## config.mk

```make
export PLATFORM = sky130hd
export DESIGN_NAME = boss_ctrl
export DESIGN_NICKNAME = d
export VERILOG_FILES = /design/src/rtl/boss_pkg.sv /design/src/rtl/boss_anim.sv /design/src/rtl/boss_ctrl.sv
export SDC_FILE = /design/constraint.sdc
export NUM_CORES = 1
export LEC_CHECK = 0
export CORE_MARGIN = 3
export CORE_UTILIZATION = 51
export DETAILED_ROUTE_END_ITERATION = 7
export GPL_TIMING_DRIVEN = 0
export PLACE_DENSITY = 0.81
export REMOVE_ABC_BUFFERS = 1
export SLEW_MARGIN = 40
export SYNTH_ARGS = -nofsm -noshare
export SYNTH_HDL_FRONTEND = slang
export SYNTH_HIERARCHICAL = 1
export SYNTH_SLANG_ARGS = --single-unit
export TNS_END_PERCENT = 100
```

## constraint.sdc

```tcl
create_clock -name i_clk -period 2.8 [get_ports i_clk]
set_input_delay 0.28 -clock i_clk [delete_from_list [all_inputs] [get_ports i_clk]]
set_output_delay 0.28 -clock i_clk [all_outputs]
set_load 0.01 [all_outputs]
```

## src/rtl/boss_pkg.sv

```systemverilog
// Shared encodings and geometry for the stage-3 boss controller, its animation
// helper and the downstream sprite renderer.
package boss_pkg;

    localparam logic [3:0] GS_STAGE3   = 4'd6;
    localparam logic [3:0] GS_SUCCESS3 = 4'd7;
    localparam logic [3:0] GS_FAIL     = 4'd8;

    // OFF idle/reset | ENTER descend | PATROL sweep x | CHARGE dive | RETURN climb | DEAD frozen
    typedef enum logic [2:0] {
        B_OFF    = 3'd0,
        B_ENTER  = 3'd1,
        B_PATROL = 3'd2,
        B_CHARGE = 3'd3,
        B_RETURN = 3'd4,
        B_DEAD   = 3'd5
    } boss_fsm_t;

    localparam logic [3:0] FRAME_FLASH = 4'd4;
    localparam logic [3:0] FRAME_DEAD  = 4'd5;

    localparam int SCREEN_W      = 320;
    localparam int SCREEN_H      = 240;
    localparam int SPRITE        = 10;
    localparam int X_MAX         = SCREEN_W - SPRITE;
    localparam int Y_MAX         = SCREEN_H - SPRITE;
    localparam int START_X       = 155;
    localparam int PATROL_Y      = 40;
    localparam int SPEED         = 2;
    localparam int ANIM_DIV      = 8;
    localparam int HP_INIT       = 8;
    localparam int CHARGE_PERIOD = 120;
    localparam int HIT_FLASH     = 16;

    function automatic logic is_moving(input boss_fsm_t s);
        return (s == B_PATROL) || (s == B_CHARGE) || (s == B_RETURN);
    endfunction

endpackage

```

## src/rtl/boss_anim.sv

```systemverilog
// Walk-frame divider, hit-flash timer and the registered boss_state priority mux.
module boss_anim
    import boss_pkg::*;
(
    input  logic       i_clk,
    input  logic       i_clr,
    input  logic       i_frame_tick,
    input  logic       i_moving,
    input  logic       i_hit_accept,
    input  logic       i_dead,
    output logic       o_flash_idle,
    output logic [3:0] o_boss_state
);

    logic [2:0] r_walk_cnt;
    logic [1:0] r_frame;
    logic [4:0] r_flash;
    logic [3:0] r_boss_state;

    logic [2:0] w_walk_next;
    logic [1:0] w_frame_next;
    logic [4:0] w_flash_next;

    always_comb begin
        w_walk_next  = r_walk_cnt;
        w_frame_next = r_frame;
        w_flash_next = r_flash;
        if (i_frame_tick && i_moving) begin
            if (r_walk_cnt == 3'(ANIM_DIV - 1)) begin
                w_walk_next  = 3'd0;
                w_frame_next = r_frame + 2'd1;
            end else begin
                w_walk_next = r_walk_cnt + 3'd1;
            end
        end
        if (i_hit_accept) begin
            w_flash_next = 5'(HIT_FLASH);
        end else if (i_frame_tick && (r_flash != 5'd0)) begin
            w_flash_next = r_flash - 5'd1;
        end
    end

    // The mux looks at next-state values so boss_state lines up with the other outputs.
    always_ff @(posedge i_clk) begin
        if (i_clr) begin
            r_walk_cnt   <= 3'd0;
            r_frame      <= 2'd0;
            r_flash      <= 5'd0;
            r_boss_state <= 4'd0;
        end else begin
            r_walk_cnt <= w_walk_next;
            r_frame    <= w_frame_next;
            r_flash    <= w_flash_next;
            if (i_dead)
                r_boss_state <= FRAME_DEAD;
            else if ((w_flash_next != 5'd0) && w_flash_next[2])
                r_boss_state <= FRAME_FLASH;
            else
                r_boss_state <= {2'b00, w_frame_next};
        end
    end

    assign o_flash_idle = (r_flash == 5'd0);
    assign o_boss_state = r_boss_state;

endmodule

```

## src/rtl/boss_ctrl.sv

```systemverilog
// Stage-3 boss controller: position, hit points and behaviour FSM feeding the
// boss sprite renderer. Movement advances once per frame_tick.
module boss_ctrl
    import boss_pkg::*;
(
    input  logic       i_clk,
    input  logic       i_rst,
    input  logic [3:0] i_state,
    input  logic       i_frame_tick,
    input  logic [8:0] i_player_y,
    input  logic       i_hit,
    output logic [8:0] o_boss_x,
    output logic [8:0] o_boss_y,
    output logic [3:0] o_boss_state,
    output logic [3:0] o_boss_hp,
    output logic       o_boss_dead
);

    localparam logic signed [9:0] X_MAX_S = 10'(X_MAX);
    localparam logic signed [9:0] SPEED_S = 10'(SPEED);

    boss_fsm_t  r_fsm;
    logic [8:0] r_x;
    logic [8:0] r_y;
    logic [8:0] r_charge_y;
    logic       r_dir_left;
    logic [3:0] r_hp;
    logic       r_dead;
    logic [6:0] r_charge_cnt;

    logic              w_clr;
    logic              w_moving;
    logic              w_flash_idle;
    logic              w_hit_accept;
    logic              w_dying;
    logic              w_dead_next;
    logic signed [9:0] w_x_sum;
    logic [9:0]        w_y_charge;
    logic [8:0]        w_charge_y;

    assign w_clr        = i_rst || (i_state != GS_STAGE3);
    assign w_moving     = is_moving(r_fsm);
    assign w_hit_accept = i_hit && w_moving && w_flash_idle && (r_hp != 4'd0) && !w_clr;
    assign w_dying      = w_hit_accept && (r_hp == 4'd1);
    assign w_dead_next  = !w_clr && (r_dead || w_dying);

    // x is evaluated in 10 signed bits so a step past either wall is visible before clamping.
    assign w_x_sum    = r_dir_left ? ($signed({1'b0, r_x}) - SPEED_S)
                                   : ($signed({1'b0, r_x}) + SPEED_S);
    assign w_y_charge = {1'b0, r_y} + 10'(2 * SPEED);
    assign w_charge_y = (i_player_y > 9'(Y_MAX)) ? 9'(Y_MAX) : i_player_y;

    always_ff @(posedge i_clk) begin
        if (w_clr) begin
            r_fsm        <= B_OFF;
            r_x          <= 9'(START_X);
            r_y          <= 9'd0;
            r_charge_y   <= 9'd0;
            r_dir_left   <= 1'b0;
            r_hp         <= 4'(HP_INIT);
            r_dead       <= 1'b0;
            r_charge_cnt <= 7'd0;
        end else begin
            if (w_hit_accept)
                r_hp <= r_hp - 4'd1;
            case (r_fsm)
                B_OFF: r_fsm <= B_ENTER;
                B_ENTER: begin
                    if (i_frame_tick) begin
                        r_y <= r_y + 9'd1;
                        if (r_y == 9'(PATROL_Y - 1)) begin
                            r_fsm        <= B_PATROL;
                            r_dir_left   <= 1'b0;
                            r_charge_cnt <= 7'd0;
                        end
                    end
                end
                B_PATROL: begin
                    if (i_frame_tick) begin
                        if (r_charge_cnt == 7'(CHARGE_PERIOD - 1)) begin
                            r_charge_cnt <= 7'd0;
                            r_charge_y   <= w_charge_y;
                            r_fsm        <= B_CHARGE;
                        end else begin
                            r_charge_cnt <= r_charge_cnt + 7'd1;
                            if (w_x_sum < 10'sd0) begin
                                r_x        <= 9'd0;
                                r_dir_left <= 1'b0;
                            end else if (w_x_sum > X_MAX_S) begin
                                r_x        <= 9'(X_MAX);
                                r_dir_left <= 1'b1;
                            end else begin
                                r_x <= w_x_sum[8:0];
                            end
                        end
                    end
                end
                B_CHARGE: begin
                    if (r_charge_y <= 9'(PATROL_Y)) begin
                        r_fsm <= B_RETURN;
                    end else if (i_frame_tick) begin
                        if (w_y_charge >= {1'b0, r_charge_y}) begin
                            r_y   <= r_charge_y;
                            r_fsm <= B_RETURN;
                        end else begin
                            r_y <= w_y_charge[8:0];
                        end
                    end
                end
                B_RETURN: begin
                    if (i_frame_tick) begin
                        if (r_y <= 9'(PATROL_Y + SPEED)) begin
                            r_y   <= 9'(PATROL_Y);
                            r_fsm <= B_PATROL;
                        end else begin
                            r_y <= r_y - 9'(SPEED);
                        end
                    end
                end
                B_DEAD:  r_fsm <= B_DEAD;
                default: r_fsm <= B_OFF;
            endcase
            if (w_dying) begin
                r_fsm  <= B_DEAD;
                r_dead <= 1'b1;
            end
        end
    end

    boss_anim u_anim (
        .i_clk        (i_clk),
        .i_clr        (w_clr),
        .i_frame_tick (i_frame_tick),
        .i_moving     (w_moving),
        .i_hit_accept (w_hit_accept),
        .i_dead       (w_dead_next),
        .o_flash_idle (w_flash_idle),
        .o_boss_state (o_boss_state)
    );

    assign o_boss_x    = r_x;
    assign o_boss_y    = r_y;
    assign o_boss_hp   = r_hp;
    assign o_boss_dead = r_dead;

endmodule

```

# --- Yosys cells after proc, flatten, opt, wreduce, memory -nomap -nowiden ---
# Cells that the tools add are included.
op_classes:
  addsub: 10
  order_cmp: 6
  n_eq_ne: 30
  muxes: 41
  bitwise_logic: 1
  n_reduce_logical: 31
op_table:
  columns: ["op", "count"]
  rows:
  - ["$mux 9", 9]
  - ["$mux 3", 13]
  - ["$mux 7", 4]
  - ["$pmux 9 s3", 1]
  - ["$le 9x6->1 const B", 2]
  - ["$pmux 3 s6", 1]
  - ["$reduce_and 8->1", 2]
  - ["$ne 2x2->1 const B", 7]
  - ["$pmux 7 s2", 1]
  - ["$ne 3x3->1 const B", 4]
  - ["$add 9x2->10 const B", 1]
  - ["$add 9x3->10 const B", 1]
  - ["$ge 10x9->1", 1]
  - ["$gt 10x10->1 const B", 1]
  - ["$lt 10x1->1 const B", 1]
  - ["$mux 10", 1]
  - ["$mux 5", 2]
  - ["$reduce_bool 5->1", 2]
  - ["$sub 9x2->10 const B", 1]
  - ["$add 9x1->9 const B", 1]
  - ["$eq 3x3->1 const B", 3]
  - ["$eq 9x6->1 const B", 1]
  - ["$gt 9x8->1 const B", 1]
  - ["$logic_and 1x1->1", 9]
  - ["32 further kinds", 49]
totals:
  regBits: 57
  input_bits: 17
  out_inout_bits: 27
  elab_cells: 134

# --- Logic depth before layout (Yosys ltp) ---
# Gate-level depths: netlist of the first run.
logic_depth:
  word_depth: 12
  ltp_mapped: 15
  depth_no_buf: 13

# --- Modules after synthesis ---
# Netlist of the first run, hierarchy kept.
by_module_without_submodules:
  columns: ["module", "instances", "cells_each", "area_per_inst_um2", "seq_area_each_um2"]
  rows:
  - ["boss_ctrl", 1, 401, 3165.5, 860.8]
  - ["boss_anim", 1, 69, 615.6, 260.2]

# --- Worst setup path after synthesis of the first run ---
# OpenSTA, ideal clock, no wires.
synth_timing:
  path_kind: "register to register"
  from: "register r_y[5] (netlist: o_boss_y[5])"
  to: "register r_y[8] (netlist: o_boss_y[8])"
  setup_time_ns: 0.118
  arrival_time_ns: 2.806
  required_time_ns: 2.682
  path_slack_ns: -0.123
  stages_incl_launch_ff: 13
  path_buffers: 2
  synth_period_minus_slack_ns: 2.923
  cell_sequence: "dfxtp_1 > clkbuf_1 > and3_1 > nand3_1 > xnor2_1 > ha_1 > and4_1 > a221oi_1 > o211a_1 > buf_2 > mux2i_1 > o2111ai_1 > o2111a_1"
synth_via:
  elab_chain_cells: 6
  elab_cells_between_ends: 12
  classes_between: "3 x add/sub; 2 x order compare; 7 x mux"
synth_lines:
  columns: ["item", "line_no", "rtl"]
  rows:
  - ["start: declaration", "boss_ctrl.sv:24", "logic [8:0] r_y;"]
  - ["start signal: assignment", "boss_ctrl.sv:70", "r_y <= r_y + 9'd1;"]
  - ["start signal: assignment", "boss_ctrl.sv:103", "r_y <= r_charge_y;"]
  - ["start signal: assignment", "boss_ctrl.sv:106", "r_y <= w_y_charge[8:0];"]
  - ["$add 9x3->10", "boss_ctrl.sv:50", "assign w_y_charge = {1'b0, r_y} + 10'(2 * SPEED);"]
  - ["$ge 10x9->1", "boss_ctrl.sv:102", "if (w_y_charge >= {1'b0, r_charge_y}) begin"]
  - ["$mux 9", "boss_ctrl.sv:102", null]
  - ["$mux 9", "boss_ctrl.sv:101", "end else if (i_frame_tick) begin"]
  - ["$mux 9", "boss_ctrl.sv:99", "if (r_charge_y <= 9'(PATROL_Y)) begin"]
  - ["$pmux 9 s3 (*)", "boss_ctrl.sv:66", "case (r_fsm)"]
# Mark *: on every way between the ends. The rest lies on a longest branch, timed or not. The select of a mux whose other input is x is not followed.
# A chain may end at the register's enable or synchronous reset.

# --- Worst setup path after layout of the first run ---
layout_timing:
  from: "register r_y[2] (netlist: o_boss_y[2])"
  to: "register r_y[3] (netlist: o_boss_y[3])"
# Same word-level chain as after synthesis.

==> results.txt, run 1 <==
port bufs - 42
Diodes inserted - 0
final setup fails - 0
Worst EP required - 3.00 ns
CTS sink cnt - 56
core box area - 6980 µm²
All-Layer GR Usage - 0.215
share of the synthesized area in the top cell type - 0.296
GR peak layer - met2
Fillers - 561
antenna violations before repair - 0
clk_skew - 0.0106 ns
Worst R2R Setup Slack - 0.11 ns
Die Wd - 92.1 µm
synth top area cells - dfxtp_1, ha_1, nor2_1
vias - 3724
Final Power - 0.00139 W
minimum clock period - 2.69 ns
Synth cell types - 71
number of global-route vias before repair - 3235
EDFF count, synth - 0
asr flop ratio synth - 0
hold crit path type - primary input to flip-flop
worst vdd ir - 0.269 mV
DRT Pass-1 Iters - 5
Max-Cap Viols - 0
Core Rows - 30
register area - 1140 µm²
M3 GR Usage - 0.0386
Syn Area/Cell - 8.04 µm²
Leak Pwr - 1.72 nW
average vias per placed instance - 6.05
Clock Latency Late Sink - 0.32 ns
max-slew violation count - 0
Reg-to-Reg End - o_boss_y[3]
Cell Area, Synth - 3780 µm²
Ys Warns - 6
Syn Inst Count - 470
post-DP HPWL - 6500 µm
critical path arrival - 2.90 ns
Root Buffer - clkbuf_8
Final Wtd Congestion - 0.944
routed len/inst - 15.4 µm
Hold Vio Cnt, Final - 0
final critical-path share of the clock period - 0.962
Initial Utilization - 0.542
endpoint class of the critical path - flip-flop
largest net degree at the start of global routing - 42
PwrDens - 304 nW/µm²
final instance area - 4590 µm²
layout cells sized above 1 - 0.140
post-route insts no fill - 616
Seq/Total Area, Yosys - 0.296
ANT nets after route - 0
status - finished, final reports clean
Final Routed Wirelength - 9510 µm
multi-input logic area - 2500 µm²
DP Area - 4200 µm²
Critical Path Start Type - flip-flop
Top FF cell, synth - dfxtp_1
crit path capture - o_boss_y[3]
Worst-Margin Slew - 0.718 ns
M1 GR Usage - 0.285
total CTS buffers - 5
die height - 92.1 µm
Clk pin slew, worst setup/hold paths - 0.11 ns
area grow syn2layout - 21.4%
final net count - 567
reg-to-reg startpoint - o_boss_y[2]
residual DRC count - 0
CP Launch Point - o_boss_y[2]
critical path fanouts, max - 8
cell taking the most area after synthesis - dfxtp_1
cells on worst reg2reg path - 11
Crit Path Category - flip-flop to flip-flop
deepest clock path buffer count - 2
worst rel slew slack - 0.517
GR Util met2 - 0.353
CTS tree - done
CTS H-tree depth - 2
GRT overflow - 0
First DRT Iteration DRCs - 401
Fmax achieved - 0.371 GHz
Ports - 44
FF+latch count, synth - 56
die area - 8480 µm²
post-placement cell count - 585
global-route wire length before repair - 15100 µm
[logic make-up (layout without fill, tap and decap cells)]
group,Yosys count,in the layout,share of synthesized area
buffers and inverters,51,101,0.0615
and+or+nand+nor,163,163,0.218
muxes,5,5,0.0139
adders and majority gates,31,31,0.105
xor gates and xnor gates,18,18,0.0417
DFF,56,56,0.296
other,1,1,0.000992
AOI/OAI and AO/OA,145,145,0.263
[state kept, by name (all words and copies together) (netlist names)]
name,count
o_boss_y,9
u_anim/r_flash,5
u_anim/r_walk_cnt,3
u_anim/o_boss_state,3
o_boss_hp,4
r_dir_left,1
r_charge_y,9
r_fsm,3
o_boss_x,9
u_anim/r_frame,2
o_boss_dead,1
r_charge_cnt,7
[cell usage in the layout, fill, tap and decap left out, types with 3 or more instances in the layout]
cell,instances
dfxtp_1,49
nor2_1,43
clkdlybuf4s50_1,41
nand2_1,39
o21ai_0,33
a21oi_1,31
ha_1,29
inv_1,25
buf_4,22
nand3_1,19
nor3_1,10
o211ai_1,9
xnor2_1,8
a31oi_1,8
nand2b_1,7
xor2_1,7
a211oi_1,7
a22oi_1,7
a21o_1,6
and3_1,6
dfxtp_4,6
nor4_1,5
or2_2,5
clkbuf_8,5
a311oi_1,4
nor3b_1,4
o22ai_1,4
and3_4,3
nor2b_1,3
o21a_1,3
a221oi_1,3
mux2i_1,3
buf_2,3
[synthesized netlist by cell type, types with 2 or more instances]
library cell   n
a221oi_1       4
a22oi_1        7
buf_6          3
or2_2          5
nand2_1       39
buf_2          5
o21ai_0       33
nand3_1       20
a311oi_1       4
nand2b_1       7
xor2_1         8
dfxtp_1       56
mux2i_1        3
o21a_1         3
nor2b_1        3
and3_1         9
a22o_1         2
a31oi_1        9
nor3_1        11
a41oi_1        2
xnor2_1       10
a21oi_1       31
a211o_1        2
nor3b_1        4
buf_4          3
a211oi_1       7
o211ai_1       9
nor2_1        45
ha_1          30
o221ai_1       2
o22ai_1        4
o31ai_1        2
mux2_2         2
nor4_1         5
clkbuf_1      13
inv_1         26
nand4b_1       2
o21bai_1       2
a21o_1         6
[worst max-delay path, stage by stage, from the launching register on]
cell and delay [ns]:
dfxtp_4 0.43, ha_4 0.19, nand3_1 0.13, xnor2_2 0.20
ha_1 0.28, and4_1 0.20, a221oi_2 0.21, o211a_2 0.28
buf_12 0.13, mux2_2 0.32, nand2_1 0.10, a31oi_1 0.08
[power by group]
group / internal [W] / total [W] / switching (W)
registers: 0.000790 / 0.000791 / 0.000000671
logic: 0.0000257 / 0.0000480 / 0.0000223
clock network: 0.000271 / 0.000555 / 0.000284
total: 0.00109 / 0.00139 / 0.000307
[through the flow]
stage | utilization | setup TNS (ns) | setup slack (ns) | hold WS (ns)
floorplan | - | -0.0770 | -0.0604 | 0.389
global placement | 0.600 | -56.67 | -1.82 | 0.445
detailed placement | 0.602 | -3.78 | -0.402 | 0.462
CTS | 0.627 | 0 | 0.00994 | 0.479
global route | 0.658 | -0.147 | -0.0300 | 0.470
finish | 0.658 | 0 | 0.107 | 0.430
[worst min-delay path by stage]
stage / from / to / slack (ns) / cells past startpoint
final: i_frame_tick / u_anim/r_flash[0] / 0.43 / 3
after detailed placement: u_anim/r_walk_cnt[2] / u_anim/r_walk_cnt[2] / 0.46 / 2
after floorplan: i_frame_tick / u_anim/r_flash[1] / 0.39 / 1
after CTS: u_anim/r_walk_cnt[2] / u_anim/r_walk_cnt[2] / 0.48 / 2
after global placement: u_anim/r_walk_cnt[2] / u_anim/r_walk_cnt[2] / 0.45 / 2
after global routing: i_frame_tick / u_anim/r_flash[0] / 0.47 / 3
[repair_timing]
| action | 4_1_cts | 5_1_grt |
|---|---|---|
| pin swaps | 1 | 2 |
| setup buffers | 4 | 19 |
| gates resized for setup | 12 | 16 |
| endpoints found under the setup margin | 13 | 20 |
| hold buffers | 0 | 0 |
[layout make-up]
cell class                 count  share of cell area
clock inverter                 2             0.00845
timing repair buffer          67               0.133
tap                           96              0.0262
multi-input combinational    363               0.546
clock buffer                   6              0.0158
sequential                    56               0.249
inverter                      26              0.0218
[routing by layer]
metal	wire length, µm	share of wire
met1	4220	0.44
met2	4520	0.48
met3	548	0.058
met4	223	0.023
met5	0	0
Power figures use the tool's default switching activity.
==> run 2, diff against run 1 <==
--- a/config.mk
+++ b/config.mk
@@ -6,10 +6,11 @@
 export NUM_CORES = 1
 export LEC_CHECK = 0
 export CORE_MARGIN = 3
-export CORE_UTILIZATION = 51
+export CORE_UTILIZATION = 57
 export DETAILED_ROUTE_END_ITERATION = 7
+export DONT_BUFFER_PORTS = 1
 export GPL_TIMING_DRIVEN = 0
-export PLACE_DENSITY = 0.81
+export PLACE_DENSITY = 0.76
 export REMOVE_ABC_BUFFERS = 1
 export SLEW_MARGIN = 40
 export SYNTH_ARGS = -nofsm -noshare
==> constraint.sdc (replaced) <==
create_clock -name i_clk -period 2.7 [get_ports i_clk]
set_input_delay 0.27 -clock i_clk [delete_from_list [all_inputs] [get_ports i_clk]]
set_output_delay 0.27 -clock i_clk [all_outputs]
set_load 0.01 [all_outputs]
==> run 2 against run 1 <==
  * Cell count down 11%
  * Register-to-register slack worse by 0.04 ns
  * First-iteration DRC count down 15%
  * Setup slack worse by 0.045 ns
  * Die area down 9.9%
  * Non-clock buffer count down 47
  * Highest routed layer unchanged
  * Sequential power up 3.7%
  * Clock skew about the same
  * Fmax up 2.1%
==> results.txt, run 2 (synthesized netlist as in run 1, its figures left out) <==
sequential share of power - 0.614 (+0.046)
Core Rows - 29 (-3.3%)
Die Wd - 87.4 µm (-5.1%)
final net count - 520 (-8.3%)
die height - 87.4 µm (-5.1%)
CTS Hold Bufs - 0 (unchanged)
core box area - 6390 µm² (-8.5%)
Leak Pwr - 1.51 nW (-12%)
CTS sink cnt - 56 (unchanged)
routed len/inst - 16.5 µm (+6.7%)
area grow syn2layout - 9.56%
vias - 3482 (-6.5%)
average vias per placed instance - 6.33 (+4.7%)
Final Power - 0.00134 W (-4.1%)
Hold Vio Cnt, Final - 0 (unchanged)
Final Routed Wirelength - 9060 µm (-4.7%)
Worst EP required - 2.94 ns (-0.06 ns)
max-slew violation count - 0 (unchanged)
deepest clock path buffer count - 2 (unchanged)
worst rel slew slack - 0.465 (-0.0516)
number of global-route vias before repair - 3192 (-1.3%)
residual DRC count - 0 (unchanged)
post-placement cell count - 524 (-10%)
clock share of power - 0.371 (-0.027)
Fillers - 561 (unchanged)
Root Buffer - clkbuf_8
final critical-path share of the clock period - 0.977 (+0.0151)
All-Layer GR Usage - 0.237 (+0.0226)
minimum clock period - 2.64 ns (-0.0555 ns)
die area - 7650 µm² (-9.9%)
Comb pwr share - 0.015 (-0.019)
Final WS setup - 0.0622 ns (-0.0445 ns)
Final Wtd Congestion - 0.865 (-8.4%)
antenna violations before repair - 0 (unchanged)
total CTS buffers - 5 (unchanged)
pre-CTS setup slack - -0.569 ns (-0.167 ns)
Psw - 0.000299 W (-2.5%)
final setup fails - 0 (unchanged)
Crit Path Category - flip-flop to flip-flop
clk_skew - 0.0105 ns (-0.0000521 ns)
most common cell after layout, fill and taps aside - dfxtp_1
Max-Cap Viols - 0 (unchanged)
DP Area - 3760 µm² (-10%)
post-route insts no fill - 550 (-11%)
final instance area - 4140 µm² (-9.8%)
layout cells sized above 1 - 0.154 (+0.0139)
First DRT Iteration DRCs - 342 (-15%)
global-route wire length before repair - 14900 µm (-1.5%)
CTS tree - done
Fmax achieved - 0.379 GHz (+2.1%)
post-DP HPWL - 6070 µm (-6.6%)
Switching Share - 0.224 (+0.00357)
worst vdd ir - 0.258 mV (-4.0%)
GRT overflow - 0 (unchanged)
RSZ-0062 raised after global routing - yes
critical path arrival - 2.88 ns (-0.02 ns)
Clock Latency Late Sink - 0.31 ns (about the same)
PwrDens - 323 nW/µm² (+6.3%)
DRT Pass-1 Iters - 6 (+1)
Clk pin slew, worst setup/hold paths - 0.11 ns (about the same)
port bufs - 0 (-100%)
Final TNS setup - 0 ns (unchanged)
hold crit path type - primary input to flip-flop
internal power - 0.00104 W (-4.5%)
Ports - 44 (unchanged)
commonest non-fill, non-tap cells in the layout - dfxtp_1, nor2_1, nand2_1, o21ai_0, a21oi_1
status - finished, final reports clean
Worst R2R Setup Slack - 0.06 ns (-0.04 ns)
critical path fanouts, max - 7 (-1)
Initial Utilization - 0.592 (+0.0505)
Worst-Margin Slew - 0.800 ns (+0.0820 ns)
CTS H-tree depth - 2 (unchanged)
Critical Path Start Type - flip-flop
Diodes inserted - 0 (unchanged)
ANT nets after route - 0 (unchanged)
largest net degree at the start of global routing - 42 (unchanged)
endpoint class of the critical path - flip-flop
-- run 2: path summary, 6_finish.rpt --
| check | startpoint | endpoint | cells after the start |
|---|---|---|---|
| worst max-delay path | o_boss_y[4] | o_boss_y[0] | 11 |
| worst min-delay path | i_frame_tick | u_anim/r_flash[1] | 1 |
| worst max register to register | o_boss_y[4] | o_boss_y[0] | 11 |
| worst min register to register | u_anim/r_walk_cnt[1] | u_anim/r_walk_cnt[1] | 2 |
-- run 2: layout make-up --
| class | count | area (µm²) | share of cell area |
|---|---|---|---|
| clock buffer | 6 | 82.6 | 0.0199 |
| clock inverter | 2 | 13.8 | 0.00332 |
| inverter | 26 | 100 | 0.0242 |
| multi-input combinational | 363 | 2570 | 0.620 |
| sequential | 56 | 1140 | 0.276 |
| tap | 77 | 96.3 | 0.0233 |
| timing repair buffer | 20 | 136 | 0.0329 |
-- run 2: critical path: stages (launching register included) --
cell      delay (ns)
dfxtp_4         0.46
nand3_2         0.16
nor2_4          0.15
xor2_2          0.18
ha_1            0.27
and4_4          0.20
a221oi_2        0.25
o211a_4         0.24
buf_4           0.13
nand2_1         0.08
and3_1          0.26
a211oi_2        0.18
-- run 2: power groups by stage --
stage                     sequential (W)  clock [W]  combinational, W
after detailed placement        0.000846          0         0.0000195
after CTS                       0.000820   0.000507         0.0000198
after global routing            0.000821   0.000541         0.0000228
after floorplan                 0.000845          0         0.0000145
after global placement          0.000846          0         0.0000180
final                           0.000820   0.000496         0.0000203
-- run 2: stage by stage --
step	hold WS [ns]	utilization
after detailed placement	0.398	0.590
after global routing	0.0656	0.649
final	0.0691	0.649
after global placement	0.386	0.586
after CTS	0.0604	0.620
after floorplan	0.379	-
-- run 2: what timing repair did --
item / CTS / global route
pin swaps: 2 / 14
endpoints found under the setup margin: 14 / 26
buffers inserted: 9 / 9
gates resized for setup: 19 / 22
-- run 2: routing by layer --
metal / part of all wire / global-route usage / vias to the layer above / routed length, µm
met5: 0 / 0 / - / 0
met2: 0.46 / 0.375 / 132 / 4140
met3: 0.064 / 0.0426 / 14 / 582
li1: - / - / 1714 / -
met1: 0.47 / 0.340 / 1622 / 4230
met4: 0.011 / 0.0418 / 0 / 104
==> run 3, diff against run 2 <==
--- a/config.mk
+++ b/config.mk
@@ -6,11 +6,10 @@
 export NUM_CORES = 1
 export LEC_CHECK = 0
 export CORE_MARGIN = 3
-export CORE_UTILIZATION = 57
+export CORE_UTILIZATION = 50
 export DETAILED_ROUTE_END_ITERATION = 7
 export DONT_BUFFER_PORTS = 1
-export GPL_TIMING_DRIVEN = 0
-export PLACE_DENSITY = 0.76
+export PLACE_DENSITY = 0.69
 export REMOVE_ABC_BUFFERS = 1
 export SLEW_MARGIN = 40
 export SYNTH_ARGS = -nofsm -noshare
==> run 3 against run 2 <==
  * Critical path depth is the same
  * Sequential share of layout area decreased by 0.70 points
  * Largest cell class unchanged
  * Total power up 6.1%
  * Setup slack improved by 0.025 ns
  * First-iteration DRC count shrank 37%
  * Sequential power increased by 0.6%
  * Largest power group unchanged
  * Global-route usage shrank 1.8 points
==> results.txt, run 3 (synthesized netlist as in run 1, its figures left out) <==
Worst-Margin Slew - 0.554 ns (-0.246 ns)
Reg-to-Reg End - o_boss_y[7]
largest net degree at the start of global routing - 24 (-43%)
hold slack final - 0.0635 ns (-0.00559 ns)
reg-to-reg startpoint - o_boss_y[6]
most common cell after layout, fill and taps aside - dfxtp_1
final critical-path share of the clock period - 0.968 (-0.00922)
GRT overflow - 0 (unchanged)
CTS H-tree depth - 2 (unchanged)
Worst R2R Setup Slack - 0.09 ns (+0.02 ns)
CTS sink cnt - 56 (unchanged)
clk_skew - 0.00963 ns (-0.000906 ns)
Clock Latency Late Sink - 0.32 ns (about the same)
worst hold path cell count - 1 (unchanged)
Hold Vio Cnt, Final - 0 (unchanged)
final setup fails - 0 (unchanged)
worst vdd ir - 0.252 mV (-2.1%)
die area - 8640 µm² (+13%)
area grow syn2layout - 11.0%
port bufs - 0 (unchanged)
number of global-route vias before repair - 3169 (-0.72%)
Diodes inserted - 0 (unchanged)
average vias per placed instance - 5.97 (-5.6%)
Final Wtd Congestion - 0.917 (+6.0%)
Clk pin slew, worst setup/hold paths - 0.10 ns (about the same)
final net count - 530 (+1.9%)
Worst Hold Path EP - u_anim/r_flash[1]
CTS tree - done
Fmax achieved - 0.383 GHz (+0.95%)
Critical Path Start Type - flip-flop
PwrDens - 338 nW/µm² (+4.7%)
routed len/inst - 16.1 µm (-2.5%)
die height - 93.0 µm (+6.3%)
vias - 3477 (-0.14%)
final instance area - 4200 µm² (+1.3%)
crit path cell chain - and3_4 > nand3_1 > xnor2_2 > ha_1 > and4_1 > a221oi_2 > o211a_1 > buf_4 > mux2_2 > a21oi_1 > nor3_1
worst rel slew slack - 0.628 (+0.163)
minimum clock period - 2.61 ns (-0.0249 ns)
Leak Pwr - 1.59 nW (+5.3%)
slowest cell delay on critical path - 0.39 ns (-0.07 ns)
core box area - 7290 µm² (+14%)
Final TNS setup - 0 ns (unchanged)
CP delay by family, top - compound AO/OA/AOI/OAI gates
layout cells sized above 1 - 0.149 (-0.00527)
RSZ-0062 raised after global routing - yes
Core Rows - 31 (+6.9%)
All-Layer GR Usage - 0.219 (-0.0180)
Worst EP required - 2.91 ns (-0.03 ns)
antenna violations before repair - 0 (unchanged)
status - finished, final reports clean
CP bufs+invs - 1 (unchanged)
endpoint class of the critical path - flip-flop
post-placement cell count - 572 (+9.2%)
critical path fanouts, max - 4 (-3)
Ports - 44 (unchanged)
CP max stage cell - dfxtp_1
Root Buffer - clkbuf_8
Hold Crit Start - i_frame_tick
post-route insts no fill - 582 (+5.8%)
Max-Cap Viols - 0 (unchanged)
CP Launch Point - o_boss_y[6]
Final Routed Wirelength - 9350 µm (+3.2%)
residual DRC count - 0 (unchanged)
Die Wd - 93.0 µm (+6.3%)
DRT Pass-1 Iters - 5 (-1)
post-DP HPWL - 6880 µm (+13%)
ANT nets after route - 0 (unchanged)
global-route wire length before repair - 15500 µm (+4.0%)
commonest non-fill, non-tap cells in the layout - dfxtp_1, nor2_1, nand2_1, o21ai_0, a21oi_1
max-slew violation count - 0 (unchanged)
First DRT Iteration DRCs - 216 (-37%)
Crit Path Category - flip-flop to flip-flop
DP Area - 3990 µm² (+5.8%)
Initial Utilization - 0.519 (-0.0736)
critical path arrival - 2.83 ns (-0.05 ns)
cells on worst reg2reg path - 11 (unchanged)
total CTS buffers - 5 (unchanged)
deepest clock path buffer count - 2 (unchanged)
hold crit path type - primary input to flip-flop
==> run 3: repair_timing <==
item,4_1_cts,5_1_grt
setup buffers,0,2
resized for setup,4,16
endpoints found under the setup margin,5,14
pin swaps,1,4
hold buffers,0,0
==> run 3: per-stage QoR <==
stage                     utilization  total power, W  setup slack, ns
after floorplan                     -        0.000860           -0.160
after global placement          0.547        0.000866            0.120
after detailed placement        0.547        0.000866          -0.0405
after CTS                       0.565         0.00143           0.0509
after global routing            0.575         0.00146           -0.100
final                           0.575         0.00142           0.0871
==> run 3: per-layer routing <==
metal  up-vias  global-route usage  wire length, µm
li1       1735                   -                -
met4         0              0.0635               78
met2        90               0.322             4050
met1      1647               0.325             4780
met3         5              0.0398              437
met5         -                   0                0
==> run 3: layout make-up <==
| cell class | count | area [µm²] |
|---|---|---|
| clock buffer | 5 | 68.8 |
| clock inverter | 3 | 46.3 |
| fill | 710 | 3100 |
| inverter | 26 | 97.6 |
| multi-input combinational | 363 | 2490 |
| sequential | 56 | 1130 |
| tap | 99 | 124 |
| timing repair buffer | 30 | 236 |
==> run 3: worst max path at each step <==
stage,to,cells past startpoint
after floorplan,o_boss_y[7],10
after global placement,o_boss_y[7],11
after detailed placement,o_boss_y[7],11
after CTS,o_boss_y[7],11
after global routing,o_boss_y[7],11
final,o_boss_y[7],11
==> run 3: where the power goes <==
part / internal, W / switching [W]
clock: 0.000282 / 0.000290
sequential: 0.000825 / 0.000000604
combinational: 0.00000771 / 0.0000133
